**src/rtl/acc_pkg.sv**
```systemverilog
// Shared types and the width-generic saturating add used by the accumulator channels.
// Arithmetic is done in a fixed ACC_CALC_W signed domain so one function covers every WIDTH.
package acc_pkg;

    localparam int unsigned ACC_MAX_W  = 32;
    localparam int unsigned ACC_CALC_W = ACC_MAX_W + 2;

    typedef enum logic {
        ACC_UNSIGNED = 1'b0,
        ACC_SIGNED   = 1'b1
    } acc_mode_e;

    typedef logic signed [ACC_CALC_W-1:0] calc_t;

    typedef struct packed {
        logic                 sat;
        logic [ACC_MAX_W-1:0] value;
    } sat_res_t;

    // Upper clamp limit for a w-bit operand in the given mode.
    function automatic calc_t sat_hi(acc_mode_e mode, int unsigned w);
        if (mode == ACC_SIGNED) begin
            return (calc_t'(1) << (w - 1)) - calc_t'(1);
        end
        return (calc_t'(1) << w) - calc_t'(1);
    endfunction

    // Lower clamp limit; ~hi is -2^(w-1) for the signed case.
    function automatic calc_t sat_lo(acc_mode_e mode, int unsigned w);
        if (mode == ACC_SIGNED) begin
            return ~sat_hi(mode, w);
        end
        return '0;
    endfunction

    // Sign- or zero-extend the low w bits of x into the calculation domain.
    function automatic calc_t extend(acc_mode_e mode, logic [ACC_MAX_W-1:0] x, int unsigned w);
        calc_t t;
        t = calc_t'(x) << (ACC_CALC_W - w);
        if (mode == ACC_SIGNED) begin
            return t >>> (ACC_CALC_W - w);
        end
        return t >> (ACC_CALC_W - w);
    endfunction

    function automatic sat_res_t sat_add(acc_mode_e mode, logic [ACC_MAX_W-1:0] a,
                                         logic [ACC_MAX_W-1:0] b, int unsigned w);
        calc_t    s;
        calc_t    hi;
        calc_t    lo;
        sat_res_t r;
        s  = extend(mode, a, w) + extend(mode, b, w);
        hi = sat_hi(mode, w);
        lo = sat_lo(mode, w);
        r.sat   = 1'b0;
        r.value = s[ACC_MAX_W-1:0];
        if (s > hi) begin
            r.sat   = 1'b1;
            r.value = hi[ACC_MAX_W-1:0];
        end else if (s < lo) begin
            r.sat   = 1'b1;
            r.value = lo[ACC_MAX_W-1:0];
        end
        return r;
    endfunction

endpackage

```
**src/rtl/acc_sat_add.sv**
```systemverilog
// Combinational WIDTH-bit saturating adder; mode selects signed or unsigned clamping.
module acc_sat_add
    import acc_pkg::*;
#(
    parameter int unsigned WIDTH = 4
) (
    input  acc_mode_e        mode,
    input  logic [WIDTH-1:0] a,
    input  logic [WIDTH-1:0] b,
    output logic [WIDTH-1:0] sum_c,
    output logic             sat_c
);

    sat_res_t res;

    always_comb begin
        res = sat_add(mode, ACC_MAX_W'(a), ACC_MAX_W'(b), WIDTH);
    end

    assign sum_c = res.value[WIDTH-1:0];
    assign sat_c = res.sat;

    // Clamped result always fits in WIDTH bits; the upper calculation bits are don't-care.
    generate
        if (WIDTH < ACC_MAX_W) begin : g_unused
            logic unused_hi;
            assign unused_hi = ^res.value[ACC_MAX_W-1:WIDTH];
        end
    endgenerate

endmodule

```
**src/rtl/acc_sat_chan.sv**
```systemverilog
// Multi-channel saturating accumulator with a single registered valid/ready result stage.
// Each channel is independently signed or unsigned; results are extended to WIDTH+1 bits.
module acc_sat_chan
    import acc_pkg::*;
#(
    parameter int unsigned         WIDTH       = 4,
    parameter int unsigned         NCH         = 2,
    parameter logic [NCH-1:0]      SIGNED_MASK = {NCH{1'b1}},
    localparam int unsigned        CHW         = (NCH > 1) ? $clog2(NCH) : 1
) (
    input  logic                    clk,
    input  logic                    rst,
    input  logic                    in_valid,
    output logic                    in_ready,
    input  logic [CHW-1:0]          in_ch,
    input  logic [WIDTH-1:0]        in_data,
    input  logic                    in_clear,
    output logic                    out_valid,
    input  logic                    out_ready,
    output logic [CHW-1:0]          out_ch,
    output logic signed [WIDTH:0]   out_data,
    output logic                    out_sat,
    output logic [NCH-1:0]          sat_sticky
);

    logic [NCH-1:0][WIDTH-1:0] acc;

    logic             accept_c;
    logic             ch_ok_c;
    acc_mode_e        mode_c;
    logic [WIDTH-1:0] cur_c;
    logic [WIDTH-1:0] sum_c;
    logic             sat_c;
    logic [WIDTH-1:0] next_c;
    logic             next_sat_c;
    logic [WIDTH:0]   ext_c;

    // No skid buffer: the output register can take a new result only if it is empty or draining.
    assign in_ready = !rst && (!out_valid || out_ready);

    always_comb begin
        ch_ok_c    = {1'b0, in_ch} < (CHW + 1)'(NCH);
        accept_c   = in_valid && in_ready;
        cur_c      = '0;
        mode_c     = ACC_UNSIGNED;
        if (ch_ok_c) begin
            cur_c  = acc[in_ch];
            mode_c = SIGNED_MASK[in_ch] ? ACC_SIGNED : ACC_UNSIGNED;
        end
        next_c     = in_clear ? in_data : sum_c;
        next_sat_c = !in_clear && sat_c;
        ext_c      = (mode_c == ACC_SIGNED) ? {next_c[WIDTH-1], next_c} : {1'b0, next_c};
    end

    acc_sat_add #(
        .WIDTH (WIDTH)
    ) u_add (
        .mode  (mode_c),
        .a     (cur_c),
        .b     (in_data),
        .sum_c (sum_c),
        .sat_c (sat_c)
    );

    // Accumulators and result register; out-of-range channels are consumed without effect.
    always_ff @(posedge clk) begin
        if (rst) begin
            acc        <= '0;
            sat_sticky <= '0;
            out_valid  <= 1'b0;
            out_ch     <= '0;
            out_data   <= '0;
            out_sat    <= 1'b0;
        end else if (accept_c && ch_ok_c) begin
            acc[in_ch]        <= next_c;
            sat_sticky[in_ch] <= !in_clear && (sat_sticky[in_ch] || sat_c);
            out_valid         <= 1'b1;
            out_ch            <= in_ch;
            out_data          <= ext_c;
            out_sat           <= next_sat_c;
        end else if (out_valid && out_ready) begin
            out_valid <= 1'b0;
        end
    end

endmodule

```
**config.mk**
```make
export PLATFORM = sky130hd
export DESIGN_NAME = acc_sat_chan
export DESIGN_NICKNAME = d
export VERILOG_FILES = /design/src/rtl/acc_pkg.sv /design/src/rtl/acc_sat_add.sv /design/src/rtl/acc_sat_chan.sv
export SDC_FILE = /design/constraint.sdc
export NUM_CORES = 1
export LEC_CHECK = 0
export CORE_MARGIN = 5
export CORE_UTILIZATION = 64
export CTS_CLUSTER_SIZE = 12
export DETAILED_ROUTE_END_ITERATION = 12
export DONT_BUFFER_PORTS = 1
export MAX_ROUTING_LAYER = met4
export PLACE_DENSITY = 0.8
export SLEW_MARGIN = 40
export SYNTH_ARGS = -nofsm -noshare
export SYNTH_HDL_FRONTEND = slang
export SYNTH_SLANG_ARGS = --single-unit
```
**constraint.sdc**
```tcl
create_clock -name clk -period 6.75 [get_ports clk]
set_input_delay 0.675 -clock clk [delete_from_list [all_inputs] [get_ports clk]]
set_output_delay 0.675 -clock clk [all_outputs]
set_load 0.02 [all_outputs]
```
* After elaboration in Yosys (flattened, before gate mapping) *
Cells that the tools add are included.

word-level totals
  bits in registers = 18
  bits of input ports = 10
  output and inout bits = 11
  word-level logic and storage cells = 55

operators by class
  add/subtract/negate cells = 1
  order comparisons = 4
  mux-type cells = 30
  bitwise gates (word level) = 1
  reduce and logical (&&, ||, !) cells = 12

operator list
  operator                                            number
  two-way mux 34 bit                                  9
  two-way mux 33 bit                                  2
  adder 34 bit                                        1
  greater-than comparator 34 bit                      1
  < comparator 34 bit                                 1
  inverter 34 bit                                     1
  two-way mux 4 bit                                   5
  two-way mux 1 bit                                   9
  bitwise mux 8 bit                                   1
  logical AND 1 bit                                   6
  two-way mux 5 bit                                   1
  demux 4 bit (select 1 bit)                          1
  zero test 1 bit                                     3
  bitwise mux 2 bit                                   1
  logical OR 1 bit                                    2
  < comparator 1 x 2 -> 1 bit, second input constant  1
  nonzero test 2 bit                                  1
  demux 1 bit (select 1 bit)                          1
  >= comparator 1 bit, second input constant          1

* Logic depth before layout (Yosys ltp) *
Gate-level depths: netlist of run 1.

  word-level depth = 15
  gate-level depth with buffers = 17
  depth with buffers taken out = 16

* By module *
A second synthesis of run 1 with hierarchy kept.

unflattened totals
  cell total of the unflattened synthesis = 252
  area total of the unflattened synthesis = 2,244.7 µm²

by module, submodules not included
  module        instances  cells an instance  area an instance (µm²)  seq. area each (µm²)
  acc_sat_add   1          165                1,413.9                 0.0
  acc_sat_chan  1          87                 830.8                   340.3

* Worst setup path before layout of run 1 *
OpenSTA, ideal clock, no wires.

  path kind = input-to-reg
  from = in in_ch
  to = reg acc[0] in the netlist's numbering
  library setup time = 0.122 ns
  arrival = 6.051 ns
  setup slack = 0.577 ns
  stages = 15
  path buffers = 2
  cells stage by stage = buf_2 > mux2i_1 > inv_1 > ha_1 > buf_4 > a21o_1 > fa_1 > inv_1 > fa_1 > fa_1 > nor4b_1 > nand4_1 > nor3_2 > nor3b_2 > a311o_1

on the way
  word-level cells in the longest chain between the ends = 10
  elaborated cells on any way between the ends = 16
  classes of those cells = add/sub: 1; order compare: 4; mux: 10; reduce/logical: 1

ends and longest elaborated chain
  element                                               line                text
  start: declaration                                    acc_sat_chan.sv:15  input logic [CHW-1:0] in_ch,
  two-way mux 4 bit (implied by the code) (2 in a row)  acc_sat_chan.sv:47  cur_c = acc[in_ch];
  two-way mux 34 bit                                    acc_pkg.sv:40       if (mode == ACC_SIGNED) begin
  two-way mux 34 bit                                    acc_pkg.sv:43       return t >> (ACC_CALC_W - w);
  adder 34 bit                                          acc_pkg.sv:52       s = extend(mode, a, w) + extend(mode, b, w);
  < comparator 34 bit                                   acc_pkg.sv:60       end else if (s < lo) begin
  two-way mux 33 bit                                    acc_pkg.sv:60
  two-way mux 33 bit                                    acc_pkg.sv:57       if (s > hi) begin
  two-way mux 4 bit                                     acc_sat_chan.sv:50  next_c = in_clear ? in_data : sum_c;
  bitwise mux 8 bit (*)                                 acc_sat_chan.sv:75  acc[in_ch] <= next_c;
  end signal: indexed assignment                        acc_sat_chan.sv:75
  end: declaration                                      acc_sat_chan.sv:26  logic [NCH-1:0][WIDTH-1:0] acc;

Every way passes the cells marked *; elsewhere a longest branch is shown, timed or not. The select of a mux whose other input is x is not followed.
A chain may end at the register's enable or synchronous reset.

* Worst setup path after layout of run 1 *
  from = in in_ch
  to = reg acc[1] in the netlist's numbering

The elaborated chain is that of the path after synthesis.

==> results.yml, run 1 <==
outcome:
  status: "complete, no violations"
synthesis:
  synthesis.nets: 212
  synth.most_common_cell: "fa_1"
  synth_edf_count: 0
  synth.top_cell.area_share_pct: 25.8
  ys_async_sr_fraction_pct: 0
  synth_area_um2: 1710
  synth_warnings: 0
  yosys-top-cells-area: "fa_1 26%, dfxtp_1 20%, mux2i_1 6.5%"
  syn_avg_cell_area_um2: 9.70
  ys_ff_latch: 17
  yosysSeqAreaShare_pct: 19.9
  syn_inst: 176
  synth_common_cells: "22 x fa_1, 18 x inv_1, 17 x dfxtp_1"
  synthFlopType: "dfxtp_1"
  synth_cell_type_count: 46
  synth.largest_area_cell: "fa_1"
global_route:
  overflow: 0
  grt_first_pass_wirelength_um: 5520
  grt_start_max_net_pins: 18
  grt.total_usage_pct: 20.2
  grt_pass1_vias: 1237
  antenna_found_initial: 0
finish:
  diodes: 0
  multi_input_area_um2: 1260
  final_cells: 204
  drive_gt1_share_pct: 10.9
  fillers: 211
  fin_nets: 211
  regArea_um2: 340
  syn2layout_area_growth_pct: 1.98
worst_setup_path:
  crit_family: "adder cells"
  crit_path_cell_trace: "mux2i_2 > buf_4 > inv_1 > ha_1 > a21o_1 > fa_1 > inv_1 > fa_1 > fa_1 > nor4b_1 > nand3_1 > nor3_2 > nor3b_2 > a311o_1"
  reg2reg_to: "acc[1]$_SDFFE_PP0P_"
  regToRegSetupSlack_ns: 2.35
  worstReg2RegStart: "acc[3]$_SDFFE_PP0P_"
  rr_worst_depth: 14
  cp_common_cell: "fa_1"
  cpMaxStageDelayCell: "ha_1"
  worstPathRequired_ns: 6.95
  crit_fanout: 17
  cp.arrival_ns: 4.67
  crit_type: "in -> reg"
  path_buf_inv: 3
  critPathLaunchType: "input port"
  critPathCaptureType: "flip-flop"
  cpPeakStageDelay_ns: 0.50
die:
  io_pins: 21
  start_util_pct: 67.7
  dieArea_um2: 3800
  rows: 18
  die_w_um: 61.6
  fp.coreArea_um2: 2520
  die_h_um: 61.6
clock_network:
  cts_tree: "yes"
  numCtsBuffers: 3
  clk_pin_slew_ns: 0.11
  insertion_delay_ns: 0.29
  cts_max_path_buffers: 2
  cts_setup_buffers: 0
  cts_max_level: 1
  cts.repair.resized: 0
  cts-root-buf: "clkbuf_4"
  cts_sinks: 17
  cts_hold_buf: 0
timing:
  finalClockSkew_ns: 0.00337
  max_freq_mhz: 223
  finalHoldViolations: 0
  drv_slew: 0
  tns_ns: 0
  rsz0062_at_grt: "false"
  setup_viol: 0
  fin_crit_sh_pct: 66.3
  max_slew_margin_pct: 63.4
  whs_ns: 0.433
  post-route-min-period_ns: 4.48
  worst_pin_slew_ns: 0.548
routing:
  drtAntennaViolNets: 0
  via_count: 1311
  vias_per_cell: 6.43
  route.detailed.drc: 0
  drtPass1Iterations: 5
  drt_iter0_markers: 182
  wire_per_inst_um: 16.6
  wl_um: 3390
placement:
  place_congestion: 0.851
  port_buffers: 0
  place_hpwl_um: 2710
  dpl.cell_count: 200
hold_path:
  hold_path.class: "in -> reg"
  min_from: "rst"
  whs_path_depth: 1
  min_to: "out_valid$_SDFFE_PP0P_"
flow_run:
  cap_violations: 0
power:
  irDropWorstVdd_mv: 0.154
  power_leakage_nw: 0.747
  p_per_area_nw_per_um2: 171
cell families (layout without fill, tap and decap cells):
| logic type | Yosys count | after routing | synth area share, % |
|---|---|---|---|
| buffers and inverters | 26 | 24 | 6.67 |
| AOI/OAI and AO/OA | 38 | 38 | 15.9 |
| adders and majority gates | 26 | 26 | 28.7 |
| DFF | 17 | 17 | 19.9 |
| muxes | 14 | 14 | 8.43 |
| xor gates and xnor gates | 1 | 1 | 0.513 |
| and+or+nand+nor | 54 | 54 | 19.8 |
worst reg2reg max path, stage by stage, from the launching register on:
cell     delay, ns
dfxtp_1       0.34
mux2i_2       0.15
buf_4         0.33
inv_1         0.25
ha_1          0.50
a21o_1        0.23
fa_1          0.23
inv_1         0.07
fa_1          0.43
fa_1          0.43
nor4b_1       0.36
nand3_1       0.19
nor3_2        0.35
nor3b_2       0.12
a311o_1       0.33
worst max path at each step:
stage,start,end,slack [ns],depth (start not counted)
floorplan,in_ch,acc[0]$_SDFFE_PP0P_,0.58,15
global placement,in_ch,acc[0]$_SDFFE_PP0P_,2.16,14
detailed placement,in_ch,acc[1]$_SDFFE_PP0P_,1.99,14
CTS,in_ch,acc[1]$_SDFFE_PP0P_,2.29,14
global route,in_ch,acc[1]$_SDFFE_PP0P_,1.91,14
finish,in_ch,acc[1]$_SDFFE_PP0P_,2.27,14
metal layers:
layer	up-vias	GRT usage, %	wire length, um
met3	10	1.68	204
li1	599	-	-
met4	0	9.39	105
met2	65	32.7	1710
met1	637	25.4	1370
met5	-	-	0
flip-flops by register name, indices dropped and copies added (netlist names):
signal	flops
out_ch	1
out_valid	1
acc	8
sat_sticky	2
out_data	4
out_sat	1
where the power goes:
part	internal [mW]	total, mW	switching (mW)
clock network	0.0221	0.0567	0.0346
logic	0.0499	0.117	0.0675
registers	0.111	0.124	0.0134
total	0.183	0.298	0.116
metrics by stage:
| step | power [mW] | instance area [um2] | setup slack, ns | util [%] |
|---|---|---|---|---|
| 2_1_floorplan | 0.221 | 1710 | 0.577 | - |
| 3_3_place_gp | 0.238 | 1710 | 2.16 | 67.9 |
| 3_5_place_dp | 0.243 | 1710 | 1.99 | 67.9 |
| 4_1_cts | 0.298 | 1740 | 2.29 | 69.0 |
| 5_1_grt | 0.319 | 1740 | 1.91 | 69.0 |
| 6_report | 0.298 | 1740 | 2.27 | 69.0 |
layout by cell type, fill, tap and decap left out, types with 3 or more instances in the layout:
master	synthesis	final
mux2i_1	11	10
a211o_1	4	4
clkbuf_4	0	3
nand3_1	8	8
fa_1	22	22
mux2_2	3	3
inv_1	18	17
or2_2	3	3
nor2_1	6	6
nor4b_1	4	4
ha_1	4	4
a21oi_1	7	7
nand2_1	10	10
nor3_1	3	3
a22o_1	3	3
nand4b_1	3	3
o21ai_0	9	9
dfxtp_1	17	17
a21o_1	6	6
layout make-up:
| type | instances | share of cell area, % |
|---|---|---|
| inverters | 19 | 4.10 |
| repair buffers | 1 | 0.431 |
| multi-input cells | 133 | 72.2 |
| clock inverters | 1 | 0.288 |
| well taps | 30 | 2.16 |
| flip-flops and latches | 17 | 19.6 |
| clock buffers | 3 | 1.29 |
No activity file was read; power rests on OpenSTA's default activity.
==> inputs of run 2 (changes only) <==
- clock period: 6.75 -> 4.2 ns (I/O delays scaled with it)
==> results.yml, run 2 (synthesized netlist as in run 1, its figures left out) <==
outcome:
  status: "complete, no violations"
timing:
  post-route-min-period_ns: 4.05
  worst_pin_slew_ns: 0.684
  finalHoldViolations: 0
  fin_crit_sh_pct: 96.4
  max_slew_margin_pct: 53.8
  drv_slew: 0
  max_freq_mhz: 247
  tns_ns: 0
  setup_viol: 0
  finalClockSkew_ns: 0.00377
power:
  comb_power_share_pct: 42.0
  p_sw_share_pct: 39.0
  intPower_mw: 0.304
  p_clk_share_pct: 17.8
  irDropWorstVdd_mv: 0.197
  power.net_switching_mw: 0.194
  seqPwrFrac_pct: 40.2
  finalPower_mw: 0.498
  p_per_area_nw_per_um2: 272
  power_leakage_nw: 0.764
worst_setup_path:
  worstPathRequired_ns: 4.38
  critPathCaptureType: "flip-flop"
  rr_worst_depth: 16
  reg2reg_to: "acc[1]$_SDFFE_PP0P_"
  cpPeakStageDelay_ns: 0.56
  cpMaxStageDelayCell: "fa_1"
  crit_type: "reg -> reg"
  worstReg2RegStart: "acc[0]$_SDFFE_PP0P_"
  regToRegSetupSlack_ns: 0.15
  crit_fanout: 6
  crit_path_cell_trace: "mux2_2 > ha_1 > inv_1 > fa_1 > nor2b_2 > or2_2 > a21o_4 > fa_2 > inv_2 > fa_2 > fa_1 > nor4b_2 > nand4_1 > nor3_4 > nor3b_2 > a311o_1"
  critPathLaunchType: "flip-flop"
  cp.arrival_ns: 4.23
finish:
  multi_input_area_um2: 1320
  final_cell_mix: "20 x fa_1, 17 x dfxtp_1, 16 x inv_1"
  top_register: "acc"
  diodes: 0
  syn2layout_area_growth_pct: 7.26
  biggestRegsByFlops: "acc (8), out_data (4), sat_sticky (2)"
  final_common_cell: "fa_1"
  fillers: 188
  fin_nets: 214
  drive_gt1_share_pct: 18.1
  fin_area_um2: 1830
  regArea_um2: 340
  largest_reg_flops: 8
die:
  io_pins: 21
  dieArea_um2: 3800
  fp.coreArea_um2: 2520
  die_h_um: 61.6
  start_util_pct: 67.7
  die_w_um: 61.6
  rows: 18
clock_network:
  cts_max_path_buffers: 2
  cts_hold_buf: 0
  cts_tree: "yes"
  cts.repair.resized: 0
  clk_pin_slew_ns: 0.11
  cts_setup_buffers: 0
  cts_max_level: 1
  insertion_delay_ns: 0.28
  numCtsBuffers: 3
  cts_sinks: 17
  cts-root-buf: "clkbuf_4"
global_route:
  grt_pass1_vias: 1308
  grt.total_usage_pct: 21.6
  grt_first_pass_wirelength_um: 5930
  grt_most_used_layer: "met2"
  grt_start_max_net_pins: 17
  grt_util_met1_pct: 24.7
  antenna_found_initial: 0
  overflow: 0
  grtUsageMet2_pct: 39.2
  met3_usage_pct: 2.52
routing:
  drt_iter0_markers: 126
  vias_per_cell: 6.37
  wire_per_inst_um: 18.0
  drtAntennaViolNets: 0
  route.detailed.drc: 0
  drtPass1Iterations: 4
  wl_um: 3720
  via_count: 1319
placement:
  port_buffers: 0
  place_hpwl_um: 2870
  place_congestion: 0.902
  placed_cell_area_um2: 1780
hold_path:
  hold_path.class: "in -> reg"
  min_from: "rst"
  whs_path_depth: 1
  min_to: "out_ch$_SDFFE_PP0P_"
flow_run:
  cap_violations: 0
run 2: changes by cell type in the layout (fill, tap and decap cells not counted), sizes merged:
| cell | previous run | this run |
|---|---|---|
| buf | 1 | 4 |
run 2: worst max-delay path, delay by kind of cell, from the launching register on:
family	cells	cell delay, ns
DFF	1	0.37
AOI/OAI and AO/OA	2	0.43
and+or+nand+nor	6	1.19
buffers and inverters	2	0.10
adders and majority gates	5	1.71
muxes	1	0.15
run 2: worst max path at each step:
| stage | cells past startpoint | endpoint | start |
|---|---|---|---|
| finish | 16 | acc[1]$_SDFFE_PP0P_ | acc[0]$_SDFFE_PP0P_ |
| global route | 16 | acc[4]$_SDFFE_PP0P_ | acc[4]$_SDFFE_PP0P_ |
| CTS | 16 | sat_sticky[1]$_SDFFE_PP0P_ | acc[0]$_SDFFE_PP0P_ |
| detailed placement | 16 | sat_sticky[1]$_SDFFE_PP0P_ | in_ch |
| global placement | 16 | out_sat$_SDFFE_PP0P_ | in_ch |
| floorplan | 15 | sat_sticky[1]$_SDFFE_PP0P_ | in_ch |
run 2: final cells by class:
cell class | count | share of cell area, %
sequential | 17 | 18.6
tap | 30 | 2.05
clock buffer | 3 | 1.23
timing repair buffer | 4 | 1.64
clock inverter | 1 | 0.273
inverter | 19 | 4.03
multi-input combinational | 133 | 72.2
run 2: through the flow:
step           utilization, %  hold WS [ns]  setup WS (ns)  std cells
6_report                 72.6         0.191          0.151        207
5_1_grt                  72.6         0.166       -0.00168        207
4_1_cts                  71.5         0.193         0.0343        207
3_5_place_dp             70.4         0.495        -0.0827        203
3_3_place_gp             70.4         0.491         0.0640        203
2_1_floorplan               -         0.466        -0.0302        176
run 2: power by group through the flow:
stage	Combinational, mW	Sequential [mW]	Clock [mW]
after floorplan	0.167	0.198	0
after detailed placement	0.199	0.204	0
after global routing	0.230	0.202	0.0972
after global placement	0.191	0.203	0
final	0.209	0.200	0.0887
after CTS	0.201	0.200	0.0861
run 2: layer usage:
| metal | part of all wire, % | vias to the layer above |
|---|---|---|
| met5 | 0 | - |
| met4 | 1.5 | 0 |
| met3 | 4.3 | 8 |
| met2 | 56 | 35 |
| met1 | 39 | 666 |
| li1 | - | 610 |
==> inputs of run 3 (changes only) <==
- BUFFER_PORTS_ARGS: not set -> -buffer_cell sky130_fd_sc_hd__buf_2
- CORE_UTILIZATION: 64 -> 58
- DONT_BUFFER_PORTS: 1 -> not set
==> results.yml, run 3 (synthesized netlist as in run 1, its figures left out) <==
placement:
  dp_slack_ns: -0.139
  placed_cell_area_um2: 1920
  port_buffers: 20
  place_hpwl_um: 3030
  place_congestion: 0.902
  dpl.cell_count: 230
timing:
  setup_slack_ns: 0.254
  fin_crit_sh_pct: 93.9
  finalHoldViolations: 0
  post-route-min-period_ns: 3.95
  rsz0062_at_grt: "false"
  drv_slew: 0
  max_freq_mhz: 253
  whs_ns: 0.352
  setup_viol: 0
  max_slew_margin_pct: 56.9
  finalClockSkew_ns: 0.00375
  worst_pin_slew_ns: 0.638
  tns_ns: 0
finish:
  final_common_cell: "buf_2"
  top_register: "acc"
  final_cell_mix: "20 x buf_2, 19 x fa_1, 17 x dfxtp_1"
  biggestRegsByFlops: "acc (8), out_data (4), sat_sticky (2)"
  diodes: 0
  regArea_um2: 340
  syn2layout_area_growth_pct: 15.9
  largest_reg_flops: 8
  final_cells: 235
  fin_nets: 241
  fin_util_pct: 71.1
  fillers: 220
  fin_area_um2: 1980
  multi_input_area_um2: 1320
  drive_gt1_share_pct: 28.4
power:
  intPower_mw: 0.320
  irDropWorstVdd_mv: 0.281
  power_leakage_nw: 0.891
  finalPower_mw: 0.530
  seqPwrFrac_pct: 35.4
  comb_power_share_pct: 46.8
  p_per_area_nw_per_um2: 268
  power.net_switching_mw: 0.209
  p_clk_share_pct: 17.8
  p_sw_share_pct: 39.5
clock_network:
  numCtsBuffers: 3
  cts_hold_buf: 0
  cts_max_level: 1
  cts_tree: "yes"
  cts_max_path_buffers: 2
  cts-root-buf: "clkbuf_4"
  cts_sinks: 17
  insertion_delay_ns: 0.30
  clk_pin_slew_ns: 0.11
worst_setup_path:
  critPathCaptureType: "flip-flop"
  cpPeakStageDelay_ns: 0.55
  worstPathRequired_ns: 4.40
  cpMaxStageDelayCell: "fa_1"
  rr_worst_depth: 16
  worstReg2RegStart: "acc[4]$_SDFFE_PP0P_"
  cp.arrival_ns: 4.14
  regToRegSetupSlack_ns: 0.25
  critPathLaunchType: "flip-flop"
  crit_family: "adder cells"
  crit_fanout: 6
  crit_path_cell_trace: "mux2_2 > ha_1 > inv_1 > fa_2 > nor2b_2 > or2_2 > a21o_1 > fa_2 > inv_2 > fa_2 > fa_1 > nor4b_2 > nand4_1 > nor3_4 > nor3b_2 > a311o_1"
  reg2reg_to: "acc[1]$_SDFFE_PP0P_"
  cp_common_cell: "fa_2"
  crit_type: "reg -> reg"
  path_buf_inv: 2
routing:
  wire_per_inst_um: 16.5
  vias_per_cell: 6.00
  route.detailed.drc: 0
  drtPass1Iterations: 4
  drtAntennaViolNets: 0
  wl_um: 3870
  drt_iter0_markers: 88
  via_count: 1410
global_route:
  grt.total_usage_pct: 20.0
  overflow: 0
  met3_usage_pct: 2.28
  grt_start_max_net_pins: 17
  grt_pass1_vias: 1384
  grt_most_used_layer: "met2"
  grt_first_pass_wirelength_um: 6470
  grt_util_met1_pct: 23.8
  antenna_found_initial: 0
  grtUsageMet2_pct: 33.3
die:
  die_w_um: 64.2
  fp.coreArea_um2: 2780
  rows: 19
  start_util_pct: 61.4
  die_h_um: 64.2
  io_pins: 21
  dieArea_um2: 4130
outcome:
  status: "complete, no violations"
hold_path:
  min_to: "out_valid$_SDFFE_PP0P_"
  min_from: "rst"
  whs_path_depth: 2
  hold_path.class: "in -> reg"
flow_run:
  cap_violations: 0
## run 3: cell count changes in the layout (fill, tap and decap cells not counted), sizes merged
| cell | delta |
|---|---|
| buf | +27 |
| clkbuf | +1 |
| clkinv | -1 |
## run 3: how the worst max path moves through the flow
stage / start / to / slack, ns / cells after the start
after detailed placement: in_ch / acc[1]$_SDFFE_PP0P_ / -0.14 / 16
after global routing: acc[4]$_SDFFE_PP0P_ / acc[0]$_SDFFE_PP0P_ / 0.02 / 16
final: acc[4]$_SDFFE_PP0P_ / acc[1]$_SDFFE_PP0P_ / 0.25 / 16
after global placement: in_ch / sat_sticky[1]$_SDFFE_PP0P_ / -0.05 / 16
after floorplan: in_ch / sat_sticky[1]$_SDFFE_PP0P_ / -0.03 / 15
after CTS: in_ch / sat_sticky[0]$_SDFFE_PP0P_ / 0.16 / 16
## run 3: metal layers
metal,vias to the layer above,share of wire (%)
li1,664,-
met1,692,40
met2,43,53
met3,11,4.1
met4,0,3.2
met5,-,0
## run 3: area by class of cell
cell class | instances | area share [%]
timing repair buffer | 31 | 9.23
inverter | 19 | 3.73
clock buffer | 4 | 1.33
multi-input combinational | 133 | 66.5
tap | 31 | 1.96
sequential | 17 | 17.2
## run 3: power groups by stage
stage	Combinational (mW)	Clock, mW	Sequential (mW)
global placement	0.231	0	0.190
detailed placement	0.240	0	0.191
finish	0.248	0.0944	0.187
CTS	0.242	0.0930	0.187
global route	0.274	0.101	0.189
floorplan	0.167	0	0.198
## run 3: what timing repair did
action                                  CTS  global route
endpoints found under the setup margin    0            11
resized for setup                         0             5
buffers inserted                          0             1
